<file path="src/rtl/serv_trap_seq.sv">
// serv_trap_seq
// Bit-serial trap/return sequencer feeding the CSR unit's control inputs.
// It decides at each instruction boundary whether a trap is taken
// (exception or latched interrupt), then walks the serial passes that save
// the PC into mepc and load the PC from mtvec. With mret support built in,
// it also walks the single pass that loads the PC from mepc.
//
// Build option:
//   SERV_TRAP_SEQ_MRET_EN - when defined, the RET sequence exists. When
//   undefined, i_mret_req is ignored, o_mret is always 0, and an mret
//   retires like any other instruction.
//
// Ports:
//   i_clk, i_rst         clock, synchronous active-high reset
//   i_insn_done          instruction boundary pulse; causes valid with it
//   i_new_irq            new enabled interrupt pulse from the CSR unit
//   i_e_op               ecall/ebreak
//   i_mem_misalign       misaligned memory access
//   i_mret_req           mret instruction
//   o_busy               sequence in progress, fetch must stall
//   o_cnt_en             serial pass in progress
//   o_cnt0to3/2/3/7      count strobes, only while o_cnt_en
//   o_cnt_done           last bit of a pass
//   o_trap_taken         one-cycle pulse at trap entry
//   o_pending_irq        latched interrupt (mcause[31] source)
//   o_mret               one-cycle pulse on the last bit of the mret pass
//   o_mepc_en/o_mtvec_en CSR register selects
//   o_csr_source         EXT while writing mepc, CSR otherwise
//   o_pc_load            PC takes serial CSR data during this pass
//   o_done               one-cycle pulse when fetch may resume

module serv_trap_seq #(
  parameter int LEN = 32
) (
  input  logic       i_clk,
  input  logic       i_rst,
  input  logic       i_insn_done,
  input  logic       i_new_irq,
  input  logic       i_e_op,
  input  logic       i_mem_misalign,
  input  logic       i_mret_req,
  output logic       o_busy,
  output logic       o_cnt_en,
  output logic       o_cnt0to3,
  output logic       o_cnt2,
  output logic       o_cnt3,
  output logic       o_cnt7,
  output logic       o_cnt_done,
  output logic       o_trap_taken,
  output logic       o_pending_irq,
  output logic       o_mret,
  output logic       o_mepc_en,
  output logic       o_mtvec_en,
  output logic [1:0] o_csr_source,
  output logic       o_pc_load,
  output logic       o_done
);

  localparam int CW = $clog2(LEN);

  localparam logic [1:0] CSR_SOURCE_CSR = 2'b00;
  localparam logic [1:0] CSR_SOURCE_EXT = 2'b01;

  typedef enum logic [1:0] {
    IDLE,
    TRAP_EPC,
    TRAP_VEC
`ifdef SERV_TRAP_SEQ_MRET_EN
    , RET
`endif
  } state_t;

  state_t          state, state_nxt;
  logic [CW-1:0]   cnt;
  logic            pending_irq;
  logic            trap_taken_r;
  logic            done_r;

  logic            cnt_en;
  logic            cnt_last;
  logic            exc;
  logic            trap_now;
  logic            irq_trap;
  logic            done_nxt;
  logic            mret_now;
  logic            mepc_en;
  logic            mtvec_en;
  logic            pc_load;
  logic [1:0]      csr_source;

`ifndef SERV_TRAP_SEQ_MRET_EN
  logic unused_mret_req;
  assign unused_mret_req = i_mret_req;
`endif

  assign exc      = i_e_op | i_mem_misalign;
  assign cnt_last = (cnt == CW'(LEN - 1));

  // Next-state and per-phase CSR controls. An exception always wins over a
  // pending interrupt; in that case irq_trap stays low so the interrupt
  // remains latched for the following boundary.
  always_comb begin
    state_nxt  = state;
    cnt_en     = 1'b0;
    mepc_en    = 1'b0;
    mtvec_en   = 1'b0;
    pc_load    = 1'b0;
    csr_source = CSR_SOURCE_CSR;
    trap_now   = 1'b0;
    irq_trap   = 1'b0;
    done_nxt   = 1'b0;
    mret_now   = 1'b0;
    case (state)
      IDLE: begin
        if (i_insn_done) begin
          if (exc || pending_irq) begin
            state_nxt = TRAP_EPC;
            trap_now  = 1'b1;
            irq_trap  = !exc;
          end
`ifdef SERV_TRAP_SEQ_MRET_EN
          else if (i_mret_req) begin
            state_nxt = RET;
          end
`endif
        end
      end
      TRAP_EPC: begin
        cnt_en     = 1'b1;
        mepc_en    = 1'b1;
        csr_source = CSR_SOURCE_EXT;
        if (cnt_last) state_nxt = TRAP_VEC;
      end
      TRAP_VEC: begin
        cnt_en   = 1'b1;
        mtvec_en = 1'b1;
        pc_load  = 1'b1;
        if (cnt_last) begin
          state_nxt = IDLE;
          done_nxt  = 1'b1;
        end
      end
`ifdef SERV_TRAP_SEQ_MRET_EN
      RET: begin
        cnt_en  = 1'b1;
        mepc_en = 1'b1;
        pc_load = 1'b1;
        if (cnt_last) begin
          mret_now  = 1'b1;
          state_nxt = IDLE;
          done_nxt  = 1'b1;
        end
      end
`endif
      default: state_nxt = IDLE;
    endcase
  end

  // State, bit counter and the registered pulses. The counter wraps
  // naturally at LEN-1, so it is already 0 when the next pass begins.
  // A new interrupt sets the latch even while the trap that clears it is
  // being entered, so a back-to-back interrupt is never lost.
  always_ff @(posedge i_clk) begin
    if (i_rst) begin
      state        <= IDLE;
      cnt          <= '0;
      pending_irq  <= 1'b0;
      trap_taken_r <= 1'b0;
      done_r       <= 1'b0;
    end else begin
      state        <= state_nxt;
      if (cnt_en) cnt <= cnt + CW'(1);
      pending_irq  <= i_new_irq | (pending_irq & !(trap_now & irq_trap));
      trap_taken_r <= trap_now;
      done_r       <= done_nxt;
    end
  end

  assign o_busy        = (state != IDLE);
  assign o_cnt_en      = cnt_en;
  assign o_cnt0to3     = cnt_en & (cnt < CW'(4));
  assign o_cnt2        = cnt_en & (cnt == CW'(2));
  assign o_cnt3        = cnt_en & (cnt == CW'(3));
  assign o_cnt7        = cnt_en & (cnt == CW'(7));
  assign o_cnt_done    = cnt_en & cnt_last;
  assign o_trap_taken  = trap_taken_r;
  assign o_pending_irq = pending_irq;
  assign o_mret        = mret_now;
  assign o_mepc_en     = mepc_en;
  assign o_mtvec_en    = mtvec_en;
  assign o_csr_source  = csr_source;
  assign o_pc_load     = pc_load;
  assign o_done        = done_r;

endmodule

</file>
<file path="config.mk">
export PLATFORM = sky130hd
export DESIGN_NAME = serv_trap_seq
export DESIGN_NICKNAME = d
export VERILOG_FILES = /design/src/rtl/serv_trap_seq.sv
export SDC_FILE = /design/constraint.sdc
export NUM_CORES = 1
export LEC_CHECK = 0
export CAP_MARGIN = 20
export CORE_UTILIZATION = 30
export CTS_CLUSTER_DIAMETER = 40
export DETAILED_ROUTE_END_ITERATION = 16
export HOLD_SLACK_MARGIN = 0.03
export PLACE_DENSITY_LB_ADDON = 0.15
export SLEW_MARGIN = 5
export SYNTH_ARGS = -nofsm -noshare
export SYNTH_HDL_FRONTEND = slang
export SYNTH_SLANG_ARGS = --single-unit
</file>
<file path="constraint.sdc">
create_clock -name i_clk -period 1.8 [get_ports i_clk]
set_input_delay 0.54 -clock i_clk [delete_from_list [all_inputs] [get_ports i_clk]]
set_output_delay 0.54 -clock i_clk [all_outputs]
set_load 0.01 [all_outputs]
</file>
Word level (Yosys, flattened, before mapping)
Index checks and enable logic that the tools add are counted.
- bits in registers: 10
- bits in latches: 0
- RAM bits: 0
- ROM bits: 0
- input port bits: 7
- output and inout port bits: 16
- word-level logic and storage cells: 51
- memories kept: 0
- add/subtract/negate cells: 1
- multiply operators: 0
- divide/modulo/power cells: 0
- $lt $le $gt $ge: 1
- equality and inequality tests: 10
- shift-type cells: 0
- multiplexer cells: 16
- bitwise operators: 10
- reduce and logical (&&, ||, !) cells: 8
- operators by type and width (kind ; count):
    1-bit 2-to-1 mux ; 11
    5-bit by 2-bit == test with 1-bit output (second input constant) ; 2
    2-bit 2-to-1 mux ; 4
    2-bit inequality test (second input constant) ; 4
    1-bit bitwise AND ; 7
    2-bit one-hot mux with 3 select lines ; 1
    5-bit by 1-bit adder with 5-bit output (second input constant) ; 1
    5-bit by 3-bit == test with 1-bit output (second input constant) ; 1
    5-bit == test (second input constant) ; 1
    5-bit by 3-bit less-than comparator with 1-bit output (second input constant) ; 1
    4-bit AND reduction ; 1
    2-bit OR reduction ; 2
    2-bit by 1-bit == test with 1-bit output (second input constant) ; 1
    2-bit == test (second input constant) ; 1
    1-bit logical NOT ; 2
    2-bit logical NOT ; 1
    1-bit bitwise OR ; 2
    2-bit nonzero test ; 1
    1-bit logical OR ; 1
    1-bit NOT ; 1

Logic depth before layout (Yosys ltp)
Gate-level depths: netlist of run 1.
- depth in word-level cells: 9
- gate-level depth with buffers: 6
- mapped depth without buffers: 6

Least setup slack after synthesis of run 1
No wires, ideal clock.
- path type: flip-flop to output port
- start point: register state[0]
- end point: output o_cnt2
- arrival: 1.587 ns
- required time: 1.260 ns
- path slack: -0.327 ns
- stages on the path, launching flop included: 7
- buffers on the path: 1
- cell sequence: dfxtp_1 inv_1 ha_1 buf_6 or3b_1 nor2_2 and2_1
- longest elaborated chain between the ends: 4
- elaborated cells between the ends (all ways): 5
- classes of those cells: 2 x eq/ne; 1 x mux; 1 x bitwise; 1 x reduce/logical
- ends and longest elaborated chain (element ; line ; source):
    start, declared ; 73 ; state_t state, state_nxt;
    start signal, assigned ; 171 ; state <= state_nxt;
    2-bit == test or 2-bit by 1-bit == test with 1-bit output (tied branches) ; 113 ; case (state)
    2-bit OR reduction (no source line) (*) ; -- ;
    1-bit 2-to-1 mux (*) ; 113 ;
    named net o_cnt_en ; 43 ; output logic o_cnt_en,
    1-bit bitwise AND (*) ; 182 ; assign o_cnt2 = cnt_en & (cnt == CW'(2));
    end, declared ; 45 ; output logic o_cnt2,
The timed path passes the listed nets; every way through them passes the cells marked *.

Worst setup path after layout of run 1
- start point: register state[1]
- end point: output o_cnt2
- longest elaborated chain between the ends: 4
- elaborated cells between the ends (all ways): 5
- classes of those cells: 2 x eq/ne; 1 x mux; 1 x bitwise; 1 x reduce/logical
- ends and longest elaborated chain (element ; line):
    2-bit == test or 2-bit by 1-bit == test with 1-bit output (tied branches) ; 113
    2-bit OR reduction (no source line) (*) ; --
    1-bit 2-to-1 mux (*) ; 113
    1-bit bitwise AND (*) ; 182
Mark *: on every way between the ends. The rest lies on a longest branch, timed or not.

==> reports/metrics.yaml, run 1 <==
status:
  run_status: "complete, but fails checks"
  violations: "setup timing"
clock_tree:
  clock-root-buffer: "clkbuf_4"
  clock_tree.buffer_depth: 2
  cts_max_level: 1
  clock_sinks: 10
  clk_latency_ns: 0.26
  worst_setup_hold_path_clk_slew_ns: 0.06
  tritoncts_clock_tree: "built"
  cts-buffers-inserted: 3
floorplan:
  chipWidth_um: 45.6
  fp.dieArea_sq_mm: 0.00208
  top_level_ports: 23
  fp-row-count: 15
  initial_utilization_pct: 32.7
  die_y_um: 45.6
  design.core.area_sq_mm: 0.00175
yosys:
  synth-adder-area-share_pct: 13.2
  synth-compound-area-share_pct: 8.11
  count_of_flip_flops_with_a_built_in_enable_after_synthesis: 0
  netlist-cell-type-count: 28
  synthesis.area_per_instance_sq_um: 9.20
  yosys.area_share.xor_xnor_pct: 4.61
  synth.cell_area_sq_um: 571
  synth-seq-cells: 10
  yosys_warnings: 0
  synthArstFlopShare_pct: 0
  ys.flop_type: "dfxtp_1"
  share_of_synthesized_cell_area_in_and_or_nand_and_nor_gates_pct: 24.3
  synth.yosys.seq_area_share_pct: 35.1
  multiplexer_fraction_of_the_synthesized_cell_area_pct: 3.51
  synth_top_family_by_area: "simple AND/OR/NAND/NOR gates"
  synthCells: 62
final_layout:
  nets: 109
  fin_cells: 119
  flow.area_growth_from_synthesis_pct: 61.8
  register_area_sq_um: 205
  layout-drive-gt1-share_pct: 47.9
  antenna_cells: 0
  multi_input_area_sq_um: 373
  fillerInstances: 182
sta:
  grt_setup_unrepaired: "yes"
  final_number_of_max_transition_violations: 0
  period_needed_ns: 2.16
  tcrit_tclk_final_pct: 120
  final_skew_ns: 0.00272
  timing.fmax_ghz: 0.464
  setup_viol_count_final: 6
  timing.final.hold_violations: 0
  postLayoutSetupSlackWorst_ns: -0.357
  timing.setup.tns_ns: -1.29
global_routing:
  globalRouteOverflowTotal: 0
  antenna_found_initial: 0
  grt_max_degree: 10
  vias_in_the_first_global_route: 420
  global_route_wire_length_before_repair_um: 1790
  groute.usage.overall_pct: 12.6
route:
  ant_nets: 0
  number_of_remaining_drc_errors: 0
  drtIter0Drc: 4
  via_count_normalized_by_instance_count: 4.33
  vias: 515
  mean_routed_wirelength_per_cell_um: 9.40
  detailedRoute.firstPassIterationCount: 2
  detail_route.wirelength_um: 1120
pwr:
  final_total_power_uw: 758
  ir_drop_uv: 496
  power_per_cell_area_mw_per_mm2: 821
  cellLeakagePower_nw: 0.411
placed_design:
  placement.io_buffers: 19
  placed_cells: 115
  dp_hpwl_um: 892
  gp_routability_congestion: 0.695
worst_setup_path:
  worst_setup_path_end_kind: "primary output"
  critPathKind: "register to primary output"
  timing.critical_path.required_ns: 1.26
  crit_fanout: 3
  worst_ep_arrival_time_ns: 1.62
  start_kind: "register"
hold_path:
  hold_class: "register to register"
flow_run:
  max_cap_violations: 0
[registers in the layout, indices dropped and copies added, names as in the netlist]
register / flops
o_trap_taken: 1
state: 2
o_pending_irq: 1
cnt: 5
o_done: 1
[routing by layer]
metal  vias up  share of wire [%]  track usage, %
li1        269                  -               -
met2        14                 41            16.6
met3         4                4.1            2.38
met5         -                  0               0
met4         0                2.8            10.9
met1       228                 52            17.1
[repair_timing]
action | 4_1_cts | 5_1_grt
setup endpoints to repair | 11 | 10
cloned | 0 | 0
setup buffers | 0 | 1
pin swaps | 5 | 1
hold buffers | 0 | 0
resized for setup | 41 | 8
[cell type report]
class                      count  area share, %
sequential                    10           22.2
inverter                       4           1.63
clock buffer                   3           2.44
tap                           25           3.39
timing repair buffer          34           29.9
multi-input combinational     43           40.4
[report_power, final]
| group | switching (mW) | internal [mW] |
|---|---|---|
| registers | 0.0192 | 0.251 |
| clock network | 0.0754 | 0.0772 |
| logic | 0.152 | 0.184 |
[worst paths after layout]
| check | startpoint | endpoint | slack (ns) | cells past startpoint |
|---|---|---|---|---|
| max | state[1] | o_cnt2 | -0.36 | 6 |
| min | o_pending_irq | o_pending_irq | 0.54 | 2 |
| max reg2reg | state[1] | state[0] | 0.21 | 8 |
| min reg2reg | o_pending_irq | o_pending_irq | 0.54 | 2 |
[layout by cell type (no fill, tap or decap), drive strengths merged]
cell type,n
a211oi,2
a21oi,1
a31oi,1
and2,3
and3,1
and4b,1
buf,21
clkbuf,6
clkdlybuf4s15,1
clkdlybuf4s50,8
conb,2
dfxtp,10
dlygate4sd2,1
ha,6
inv,4
mux2i,2
nand2,3
nand2b,2
nand4,1
nand4bb,1
nor2,9
o211ai,1
o21bai,1
or3,1
or3b,1
or4b,1
xnor2,1
xor2,2
[worst max-delay path, cell delays in order, from the launching register on]
cell and delay (ns):
dfxtp_2 0.33, inv_2 0.05, ha_4 0.25, or3b_4 0.39
nor2_4 0.10, and2_4 0.14, buf_6 0.09
[synth_stat cells (2+ instances only)]
cell / instances / area (sq um)
mux2i_1: 2 / 20.0
ha_1: 6 / 75.1
nand2b_1: 2 / 12.5
inv_1: 4 / 15.0
a211oi_1: 2 / 15.0
and2_1: 2 / 12.5
nor2_1: 8 / 30.0
nand2_1: 3 / 11.3
xor2_1: 2 / 17.5
dfxtp_1: 10 / 200
buf_4: 4 / 30.0
[through the flow]
step / hold slack, ns / instance area [sq um] / util [%] / setup slack (ns)
detailed placement: 0.526 / 883 / 50.6 / -0.532
CTS: 0.538 / 931 / 53.3 / -0.376
floorplan: 0.467 / 602 / - / -0.201
finish: 0.535 / 923 / 52.9 / -0.357
global route: 0.572 / 923 / 52.9 / -0.439
global placement: 0.514 / 883 / 50.6 / -0.532
[cell families (layout without fill, tap and decap cells)]
| group | Yosys count | in the layout |
|---|---|---|
| AO/OA/AOI/OAI | 6 | 6 |
| XOR/XNOR | 3 | 3 |
| adder cells (fa/ha/maj) | 6 | 6 |
| buffers and inverters | 10 | 41 |
| flip-flops | 10 | 10 |
| multiplexers | 2 | 2 |
| other | 1 | 2 |
| AND/OR/NAND/NOR | 24 | 24 |
No activity file was read; power rests on OpenSTA's default activity.
==> run 2, diff against run 1 <==
CTS_CLUSTER_SIZE = 14   (was unset)
==> results of run 2 <==
No change in the layout: final DEF, timing and power equal those of run 1.
==> run 3, diff against run 2 <==
CELL_PAD_IN_SITES_DETAIL_PLACEMENT = 1   (was unset)
CELL_PAD_IN_SITES_GLOBAL_PLACEMENT = 2   (was unset)
CORE_UTILIZATION = 21   (was 30)
SLEW_MARGIN = 30   (was 5)
==> reports/metrics.yaml, run 3 (synthesis results as in run 1) <==
sta:
  grt_setup_unrepaired: "yes"
  setup_viol_count_final: 6
  final_skew_ns: 0.00436
  timing.setup.tns_ns: -1.55
  timing.fmax_ghz: 0.455
  tcrit_tclk_final_pct: 122
  postLayoutSetupSlackWorst_ns: -0.396
  period_needed_ns: 2.20
  timing.final.hold_violations: 0
  final_number_of_max_transition_violations: 0
floorplan:
  initial_utilization_pct: 22.6
  chipWidth_um: 54.1
  fp-row-count: 18
  fp.dieArea_sq_mm: 0.00293
  design.core.area_sq_mm: 0.00252
  top_level_ports: 23
  die_y_um: 54.1
worst_setup_path:
  worst_ep_arrival_time_ns: 1.66
  length_in_cells_of_the_worst_reg_to_reg_path: 8
  critPathKind: "register to primary output"
  worst_setup_path_end_kind: "primary output"
  timing.rr.end: "state[0]"
  cp-startpoint: "state[1]"
  timing.critical_path.required_ns: 1.26
  crit_fanout: 3
  r2r_start: "state[1]"
  start_kind: "register"
  setup.worst_path.end: "o_cnt2"
  ff2ff_setup_slack_ns: 0.19
final_layout:
  number_of_flip_flops_in_the_largest_register: 5
  final_common_cell: "buf_4"
  largest_registers: "cnt: 5 flops, state: 2 flops"
  most_frequent_cells_in_the_layout: "19 x buf_4, 8 x nor2_1, 8 x clkdlybuf4s50_1, 6 x dfxtp_1, 6 x buf_6"
  nets: 113
  antenna_cells: 0
  flow.area_growth_from_synthesis_pct: 76.8
  layout-drive-gt1-share_pct: 52.5
  registers.top_by_ff_count: "cnt"
  post-route-util_pct: 40.0
  design_area_sq_mm: 0.00101
global_routing:
  vias_in_the_first_global_route: 522
  gr-usage-met3_pct: 5.08
  globalRouteOverflowTotal: 0
  grtUsageMet1_pct: 14.1
  antenna_found_initial: 0
  grt_util_met2_pct: 20.7
  groute.usage.overall_pct: 12.2
  global_route_wire_length_before_repair_um: 2430
  grt_max_degree: 9
  grt-busiest-layer: "met2"
route:
  ant_nets: 0
  number_of_remaining_drc_errors: 0
  detailedRoute.firstPassIterationCount: 3
  detail_route.wirelength_um: 1460
  vias: 534
  mean_routed_wirelength_per_cell_um: 11.3
  drtIter0Drc: 9
  via_count_normalized_by_instance_count: 4.14
hold_path:
  hold_class: "register to register"
pwr:
  ir_drop_uv: 484
  cellLeakagePower_nw: 0.447
  power_per_cell_area_mw_per_mm2: 876
clock_tree:
  tritoncts_clock_tree: "built"
  cts_max_level: 1
  cts-buffers-inserted: 3
  hold_buffers: 0
  clk_latency_ns: 0.27
  worst_setup_hold_path_clk_slew_ns: 0.08
  clock-root-buffer: "clkbuf_4"
  clock_tree.buffer_depth: 2
  clock_sinks: 10
status:
  violations: "setup timing"
  run_status: "complete, but fails checks"
placed_design:
  dpl_cell_area_sq_um: 890
  dp_hpwl_um: 1090
  placement.io_buffers: 19
  gp_routability_congestion: 0.681
flow_run:
  max_cap_violations: 0
## run 3: area by class of cell
cell class / instances / area, sq um
Inverter: 4 / 15.0
Multi-Input combinational cell: 43 / 389
Timing Repair Buffer: 38 / 325
Fill cell: 296 / 1510
Tap cell: 30 / 37.5
Sequential cell: 10 / 205
Clock buffer: 4 / 36.3
## run 3: critical path: stages (launching register included)
cell and delay (ns):
dfxtp_2 0.35, inv_2 0.05, ha_4 0.25, or3b_4 0.39, nor2_4 0.11, and2_4 0.15, buf_6 0.09
## run 3: how the worst min path moves through the flow
stage	start	endpoint	slack [ns]	depth (start not counted)
final	o_pending_irq	o_pending_irq	0.53	2
after global routing	o_pending_irq	o_pending_irq	0.60	2
after CTS	o_pending_irq	o_pending_irq	0.54	2
after detailed placement	o_pending_irq	o_pending_irq	0.53	2
after global placement	o_pending_irq	o_pending_irq	0.52	2
after floorplan	state[1]	state[1]	0.47	2
## run 3: power by group
group | switching (mW) | internal (mW)
Clock | 0.0867 | 0.123
Sequential | 0.0210 | 0.251
Combinational | 0.172 | 0.230
## run 3: per-stage QoR
stage / hold slack, ns / worst slack, ns / cells / power [mW]
final: 0.533 / -0.396 / 129 / 0.883
after global placement: 0.516 / -0.537 / 120 / 0.631
after floorplan: 0.467 / -0.201 / 63 / 0.482
after detailed placement: 0.529 / -0.543 / 120 / 0.639
after global routing: 0.600 / -0.473 / 129 / 0.957
after CTS: 0.544 / -0.401 / 128 / 0.875
## run 3: timing repair
| item | in CTS | in global routing |
|---|---|---|
| buffers inserted | 4 | 1 |
| resized for setup | 50 | 8 |
| pin swaps | 6 | 0 |
| endpoints found under the setup margin | 11 | 12 |
## run 3: metal layers
layer	vias to the layer above	wire, um	share of wire, %
met2	14	756	52
met5	-	0	0
li1	275	-	-
met4	0	10	0.69
met1	243	612	42
met3	2	76	5.2
